## config.mk

```make
export PLATFORM = sky130hd
export DESIGN_NAME = unidade_controle_jogo
export DESIGN_NICKNAME = d
export VERILOG_FILES = /design/src/rtl/jogo_pkg.sv /design/src/rtl/unidade_controle_jogo.sv
export SDC_FILE = /design/constraint.sdc
export NUM_CORES = 1
export LEC_CHECK = 0
export ABC_AREA = 1
export CAP_MARGIN = 20
export CORE_MARGIN = 2
export CORE_UTILIZATION = 49
export DETAILED_ROUTE_END_ITERATION = 8
export GPL_ROUTABILITY_DRIVEN = 0
export PLACE_DENSITY = 0.83
export SYNTH_ARGS = -nofsm -noshare
export SYNTH_HDL_FRONTEND = slang
export SYNTH_SLANG_ARGS = --single-unit
```

## constraint.sdc

```tcl
create_clock -name clock -period 1.92 [get_ports clock]
set_input_delay 0.576 -clock clock [delete_from_list [all_inputs] [get_ports clock]]
set_output_delay 0.576 -clock clock [all_outputs]
set_load 0.03 [all_outputs]
```

## src/rtl/jogo_pkg.sv

```systemverilog
// Shared definitions for the sequence-memory game controller: state codes,
// the state enum and the control-strobe bundle with its per-state decode.
package jogo_pkg;

    localparam int unsigned EST_W = 4;

    localparam logic [EST_W-1:0] COD_INICIAL        = 4'h0;
    localparam logic [EST_W-1:0] COD_PREPARACAO     = 4'h1;
    localparam logic [EST_W-1:0] COD_INICIA_RODADA  = 4'h2;
    localparam logic [EST_W-1:0] COD_MOSTRA         = 4'h3;
    localparam logic [EST_W-1:0] COD_APAGA          = 4'h4;
    localparam logic [EST_W-1:0] COD_PROXIMO_MOSTRA = 4'h5;
    localparam logic [EST_W-1:0] COD_INICIA_JOGADAS = 4'h6;
    localparam logic [EST_W-1:0] COD_ESPERA         = 4'h7;
    localparam logic [EST_W-1:0] COD_REGISTRA       = 4'h8;
    localparam logic [EST_W-1:0] COD_COMPARA        = 4'h9;
    localparam logic [EST_W-1:0] COD_PROXIMA_JOGADA = 4'hA;
    localparam logic [EST_W-1:0] COD_ULTIMA_RODADA  = 4'hB;
    localparam logic [EST_W-1:0] COD_FIM_ACERTO     = 4'hC;
    localparam logic [EST_W-1:0] COD_FIM_TIMEOUT    = 4'hD;
    localparam logic [EST_W-1:0] COD_FIM_ERRO       = 4'hE;
    localparam logic [EST_W-1:0] COD_PROXIMA_RODADA = 4'hF;

    typedef enum logic [EST_W-1:0] {
        INICIAL        = COD_INICIAL,
        PREPARACAO     = COD_PREPARACAO,
        INICIA_RODADA  = COD_INICIA_RODADA,
        MOSTRA         = COD_MOSTRA,
        APAGA          = COD_APAGA,
        PROXIMO_MOSTRA = COD_PROXIMO_MOSTRA,
        INICIA_JOGADAS = COD_INICIA_JOGADAS,
        ESPERA         = COD_ESPERA,
        REGISTRA       = COD_REGISTRA,
        COMPARA        = COD_COMPARA,
        PROXIMA_JOGADA = COD_PROXIMA_JOGADA,
        ULTIMA_RODADA  = COD_ULTIMA_RODADA,
        FIM_ACERTO     = COD_FIM_ACERTO,
        FIM_TIMEOUT    = COD_FIM_TIMEOUT,
        FIM_ERRO       = COD_FIM_ERRO,
        PROXIMA_RODADA = COD_PROXIMA_RODADA
    } estado_t;

    typedef struct packed {
        logic zera_r;
        logic zera_e;
        logic zera_s;
        logic zera_m;
        logic zera_tmr;
        logic registra_r;
        logic registra_m;
        logic conta_e;
        logic conta_s;
        logic conta_tmr;
        logic pronto;
        logic acertou;
        logic errou;
        logic db_timeout;
    } controle_t;

    // Moore decode: strobes asserted while sitting in a given state
    function automatic controle_t decodifica(input estado_t e);
        controle_t c;
        c = '0;
        case (e)
            PREPARACAO: begin
                c.zera_s   = 1'b1;
                c.zera_e   = 1'b1;
                c.zera_r   = 1'b1;
                c.zera_m   = 1'b1;
                c.zera_tmr = 1'b1;
            end
            INICIA_RODADA: begin
                c.zera_e   = 1'b1;
                c.zera_tmr = 1'b1;
            end
            MOSTRA: begin
                c.registra_m = 1'b1;
                c.conta_tmr  = 1'b1;
            end
            APAGA: begin
                c.zera_m    = 1'b1;
                c.conta_tmr = 1'b1;
            end
            PROXIMO_MOSTRA: c.conta_e = 1'b1;
            INICIA_JOGADAS: begin
                c.zera_e = 1'b1;
                c.zera_r = 1'b1;
            end
            REGISTRA:       c.registra_r = 1'b1;
            PROXIMA_JOGADA: c.conta_e    = 1'b1;
            PROXIMA_RODADA: c.conta_s    = 1'b1;
            FIM_ACERTO: begin
                c.pronto  = 1'b1;
                c.acertou = 1'b1;
            end
            FIM_TIMEOUT: begin
                c.pronto     = 1'b1;
                c.errou      = 1'b1;
                c.db_timeout = 1'b1;
            end
            FIM_ERRO: begin
                c.pronto = 1'b1;
                c.errou  = 1'b1;
            end
            default: c = '0;
        endcase
        return c;
    endfunction

endpackage

```

## src/rtl/unidade_controle_jogo.sv

```systemverilog
// Moore controller for the sequence-memory game: replays the ROM sequence,
// then collects and checks player moves round by round.
module unidade_controle_jogo
    import jogo_pkg::*;
#(
    parameter bit USA_TIMEOUT = 1'b1
) (
    input  logic             clock,
    input  logic             reset,
    input  logic             iniciar,
    input  logic             jogada_feita,
    input  logic             chavesIgualMemoria,
    input  logic             enderecoIgualSequencia,
    input  logic             fimS,
    input  logic             fimTMR,
    input  logic             timeout,
    output logic             zeraR,
    output logic             zeraE,
    output logic             zeraS,
    output logic             zeraM,
    output logic             zeraTMR,
    output logic             registraR,
    output logic             registraM,
    output logic             contaE,
    output logic             contaS,
    output logic             contaTMR,
    output logic             pronto,
    output logic             acertou,
    output logic             errou,
    output logic             db_timeout,
    output logic [EST_W-1:0] db_estado
);

    estado_t   estado;
    estado_t   prox;
    controle_t ctl;
    controle_t ctl_prox;

    // Outputs are registered from the decode of the next state, so they
    // line up with the state register exactly as a Moore decode would.
    always_ff @(posedge clock) begin
        if (reset) begin
            estado <= INICIAL;
            ctl    <= '0;
        end else begin
            estado <= prox;
            ctl    <= ctl_prox;
        end
    end

    always_comb begin
        prox     = estado;
        ctl_prox = '0;
        case (estado)
            INICIAL:        if (iniciar) prox = PREPARACAO;
            PREPARACAO:     prox = INICIA_RODADA;
            INICIA_RODADA:  prox = MOSTRA;
            MOSTRA:         if (fimTMR) prox = APAGA;
            APAGA: begin
                if (fimTMR) prox = enderecoIgualSequencia ? INICIA_JOGADAS : PROXIMO_MOSTRA;
            end
            PROXIMO_MOSTRA: prox = MOSTRA;
            INICIA_JOGADAS: prox = ESPERA;
            ESPERA: begin
                // A move arriving with the timeout still counts as a move
                if (jogada_feita)                  prox = REGISTRA;
                else if (timeout && USA_TIMEOUT)   prox = FIM_TIMEOUT;
            end
            REGISTRA:       prox = COMPARA;
            COMPARA: begin
                if (!chavesIgualMemoria)          prox = FIM_ERRO;
                else if (enderecoIgualSequencia)  prox = ULTIMA_RODADA;
                else                              prox = PROXIMA_JOGADA;
            end
            PROXIMA_JOGADA: prox = ESPERA;
            ULTIMA_RODADA:  prox = fimS ? FIM_ACERTO : PROXIMA_RODADA;
            PROXIMA_RODADA: prox = INICIA_RODADA;
            FIM_ACERTO, FIM_TIMEOUT, FIM_ERRO: begin
                if (iniciar) prox = PREPARACAO;
            end
            default:        prox = INICIAL;
        endcase
        ctl_prox = decodifica(prox);
    end

    assign zeraR      = ctl.zera_r;
    assign zeraE      = ctl.zera_e;
    assign zeraS      = ctl.zera_s;
    assign zeraM      = ctl.zera_m;
    assign zeraTMR    = ctl.zera_tmr;
    assign registraR  = ctl.registra_r;
    assign registraM  = ctl.registra_m;
    assign contaE     = ctl.conta_e;
    assign contaS     = ctl.conta_s;
    assign contaTMR   = ctl.conta_tmr;
    assign pronto     = ctl.pronto;
    assign acertou    = ctl.acertou;
    assign errou      = ctl.errou;
    assign db_timeout = ctl.db_timeout;
    assign db_estado  = EST_W'(estado);

endmodule

```

== Word level (Yosys, flattened, before mapping) ==
Cells that the tools add are included.
Storage, ports and cells
  ROM bits: 0
  memory bits (writable): 0
  bits in registers: 18
  bits of input ports: 9
  logic and storage cells: 79
  bits in latches: 0
  memories: 0
  output and inout bits: 18
Cells by class
  add/sub/neg operators: 0
  reduce and logical (&&, ||, !) cells: 13
  bitwise operators: 0
  eq/ne operators: 27
  shift operators: 0
  $mul: 0
  $lt $le $gt $ge: 0
  div/mod/pow operators: 0
  mux-type cells: 24
Operator list (number)
  4-bit equality test (second input constant): 14
  4-bit one-hot mux with 10 select lines: 1
  4-bit by 3-bit equality test with 1-bit output (second input constant): 7
  4-bit two-way mux: 5
  2-bit OR reduction: 9
  4-bit by 2-bit equality test with 1-bit output (second input constant): 4
  1-bit two-way mux: 15
  4-bit by 1-bit equality test with 1-bit output (second input constant): 2
  3-bit OR reduction: 2
  4-bit logical NOT: 1
  2-bit two-way mux: 2
  4-bit OR reduction: 1
  3-bit two-way mux: 1

== Depth between registers and ports, before layout ==
Gate-level depths: netlist of the first run.
  depth after elaboration: 6
  gate-level depth with buffers: 13
  mapped depth without buffers: 13

== Least setup slack after synthesis of the first run ==
OpenSTA, ideal clock, no wires.
  path type: reg2reg
  start point: register estado[2], in the netlist db_estado[2]
  end point: register ctl, in the netlist zeraE
  setup time: 0.122 ns
  slack: 0.348 ns
  required time: 1.798 ns
  arrival: 1.450 ns
  cell stages (with the launch flop): 10
  buffers on the path: 0
  period minus slack after synthesis: 1.572 ns
  cells stage by stage: dfxtp_1 > nand2_1 > nand3_1 > nand2_1 > inv_1 > nand3_1 > nor2_2 > nor2_2 > nand2_2 > nand3_1
Between the ends
  cells in the longest elaborated chain, start to end: 6
  elaborated cells between the ends (all ways): 31
  those cells by class: eq/ne (18); mux (7); reduce/logical (6)
Ends and longest elaborated chain
  from (decl): line unidade_controle_jogo.sv:34  | estado_t estado;
  from (signal assigned): line unidade_controle_jogo.sv:46  | estado <= prox;
  4-bit equality test (tied with other cells): line unidade_controle_jogo.sv:54  | case (estado)
  4-bit OR reduction (no source line) (tied with other cells)
  4-bit one-hot mux with 10 select lines *: line unidade_controle_jogo.sv:54
  4-bit by 3-bit equality test with 1-bit output (tied with other cells): line jogo_pkg.sv:64  | case (e)
  3-bit OR reduction (no source line) *
  1-bit two-way mux *: line jogo_pkg.sv:64
  to (signal assigned): line unidade_controle_jogo.sv:47  | ctl <= ctl_prox;
  to (decl): line unidade_controle_jogo.sv:36  | controle_t ctl;
Every way passes the cells marked *; elsewhere a longest branch is shown, timed or not.
A chain may end at the register's enable or synchronous reset.

== Worst setup path after layout of the first run ==
  start point: register ctl, in the netlist errou
  end point: output port errou
RTL lines
  to (decl): line unidade_controle_jogo.sv:29  | output logic errou,
No word-level cell between the ends.

==> flow_metrics.tcl, run 1 <==
set metrics [dict create \
    synth_area_per_cell_um2 6.46 \
    core-area_um2 1750 \
    hold_viol 0 \
    htreeDepth 1 \
    drt-initial-drc-count 27 \
    drc 0 \
    post-place-cells 199 \
    ys_seq_elements 18 \
    first_global_vias 838 \
    worstPathMaxFanout 1 \
    final_common_cell "nand2_1" \
    setup_violations 0 \
    path_depth 1 \
    ys_types 20 \
    syn_area_um2 911 \
    synth_top_area_cell "dfxtp_1" \
    wire_per_inst_um 10.4 \
    crit_path_start_kind "flip-flop" \
    yosysWarnings 0 \
    nets 188 \
    ir_drop_mv 0.911 \
    cts.reportedPaths.clkPinSlew_ps 90 \
    syn2layout_area_growth_pct 41.2 \
    cts_setup_buffers 0 \
    largest_reg_flops 4 \
    io-pin-count 27 \
    fin_crit_sh 0.967 \
    final_cell_mix "42 x nand2_1, 23 x inv_1, 22 x clkdlybuf4s50_1" \
    regToRegSetupSlack_ps 280 \
    first_pass_iters 4 \
    antennaDiodeCount 0 \
    cpPeakStageDelay_ps 660 \
    num_vias 999 \
    syn_inst 141 \
    crit_buf_inv 1 \
    synth_top_area_share 0.396 \
    filler_cell_count 147 \
    cts_buffers 3 \
    clkLatencyLatePin_ps 290 \
    p_leak_nw 0.714 \
    grt_max_degree 11 \
    ys_top_cells_by_area "dfxtp_1 40%, nand2_1 17%, inv_1 9.5%" \
    start_util 0.522 \
    startpoint "errou" \
    fp-row-count 15 \
    slew_viol_final 0 \
    cpMaxStageDelayCell "clkdlybuf4s50_1" \
    yosysSeqAreaShare 0.396 \
    syn_nets 150 \
    die_h_um 47.1 \
    cts_root_buffer "clkbuf_4" \
    r2r_end "zeraE" \
    routed_via_density 4.92 \
    die_w_um 47.1 \
    die_area_um2 2220 \
    tightestPinTransition_ps 339 \
    totalWireLength_mm 2.11 \
    crit_required_ps 1340 \
    track_usage 0.204 \
    relSlewSlack 0.772 \
    post-dp-hpwl_mm 1.73 \
    period_needed_ps 1860 \
    r2r_start "db_estado[0]" \
    clock_path_buffers 2 \
    port-buffer-count 26 \
    crit_type "flip-flop to output port" \
    finClkSkew_ps 0.855 \
    cp-endpoint "errou" \
    status "complete, no violations" \
    grt_antenna_before_repair 0 \
    tns_ps 0 \
    crit_arrival_ps 1280 \
    grt_overflow_total 0 \
    maxCapViolCount 0 \
    ff2ff_path_depth 9 \
    drive_above_1_share 0.152 \
    endpoint_kind "output port" \
    tritoncts "done" \
    p_per_area_nw_per_um2 1340 \
    cts_hold_buf 0 \
    final_cells 203 \
    clock_sinks 18 \
    path_delay_family "buffers and inverters" \
    ant_nets 0 \
    crit_chain "clkdlybuf4s50_1" \
    max_freq_mhz 539 \
    grt_pass1_wl_mm 3.22 \
    rsz0062_at_grt "no" \
    hold_class "flip-flop to flip-flop" \
]
==> report_power, final <==
group / internal (mW) / switching [mW] / total [mW]
Combinational: 0.381 / 0.631 / 1.01
Sequential: 0.456 / 0.0284 / 0.484
Clock: 0.116 / 0.109 / 0.225
==> per-layer routing <==
layer	share of wire	vias up	global-route usage
met5	0	-	0
met4	0.028	0	0.0722
met3	0.070	10	0.0654
met2	0.48	51	0.351
met1	0.42	435	0.238
li1	-	503	-
==> metrics by stage <==
step                power (mW)  instance area, um2   util  hold slack [ps]  setup slack (ps)
detailed placement        1.50                1250  0.717              782              -173
global placement          1.48                1250  0.717              770             -82.6
floorplan                 1.15                 911      -              648               348
finish                    1.72                1290  0.737              795              63.0
CTS                       1.72                1280  0.735              793              28.8
global route              1.84                1290  0.737              866              12.2
==> what timing repair did <==
| action | 4_1_cts | 5_1_grt |
|---|---|---|
| pin swaps | 0 | 0 |
| cloned | 0 | 0 |
| hold endpoints to repair | 0 | 0 |
| resized for setup | 3 | 1 |
| setup endpoints to repair | 3 | 1 |
==> worst register-to-register path: cells and delay by family, from the launching register on <==
family	cells	cell delay [ps]
buf+inv	2	250
flops	1	320
simple gates	7	960
==> how the worst min path moves through the flow <==
| stage | from | endpoint | depth (start not counted) |
|---|---|---|---|
| 6_report | db_estado[3] | zeraTMR | 4 |
| 5_1_grt | db_estado[2] | db_estado[3] | 4 |
| 4_1_cts | db_estado[2] | db_estado[3] | 4 |
| 3_5_place_dp | db_estado[2] | db_estado[3] | 4 |
| 3_3_place_gp | db_estado[2] | db_estado[3] | 4 |
| 2_1_floorplan | reset | contaS | 1 |
==> cell usage after synthesis <==
cell / number
nand4_1: 2
buf_6: 1
or2_1: 1
nor3_1: 4
inv_2: 2
nand2_1: 42
o21ai_0: 3
clkinv_1: 1
inv_1: 23
and2_1: 1
nand3_1: 8
nand2_2: 3
nand3_2: 2
nor2_2: 6
a21oi_1: 1
o21ai_2: 1
o22ai_1: 1
dfxtp_1: 18
nand4_2: 1
nor2_1: 20
==> cells by family after synthesis <==
logic type / Yosys count / synth area share
AO/OA/AOI/OAI: 6 / 0.0385
flip-flops: 18 / 0.396
buffers and inverters: 27 / 0.120
AND/OR/NAND/NOR: 90 / 0.446
==> area by class of cell <==
class / instances / area (um2) / share of cell area
Clock buffer: 4 / 36.3 / 0.0282
Inverter: 26 / 97.6 / 0.0759
Multi-Input combinational cell: 96 / 442 / 0.343
Sequential cell: 18 / 360 / 0.280
Tap cell: 25 / 31.3 / 0.0243
Timing Repair Buffer: 34 / 319 / 0.248
Note: power is estimated with default switching activity, not from simulation.
==> inputs of run 2 (changes only) <==
- CAP_MARGIN: 20 -> default
==> results of run 2 <==
Final layout, timing and power as in run 1 (identical DEF).
==> inputs of run 3 (changes only) <==
- CTS_CLUSTER_SIZE: default -> 16
==> results of run 3 <==
Final layout, timing and power as in run 1 (identical DEF).
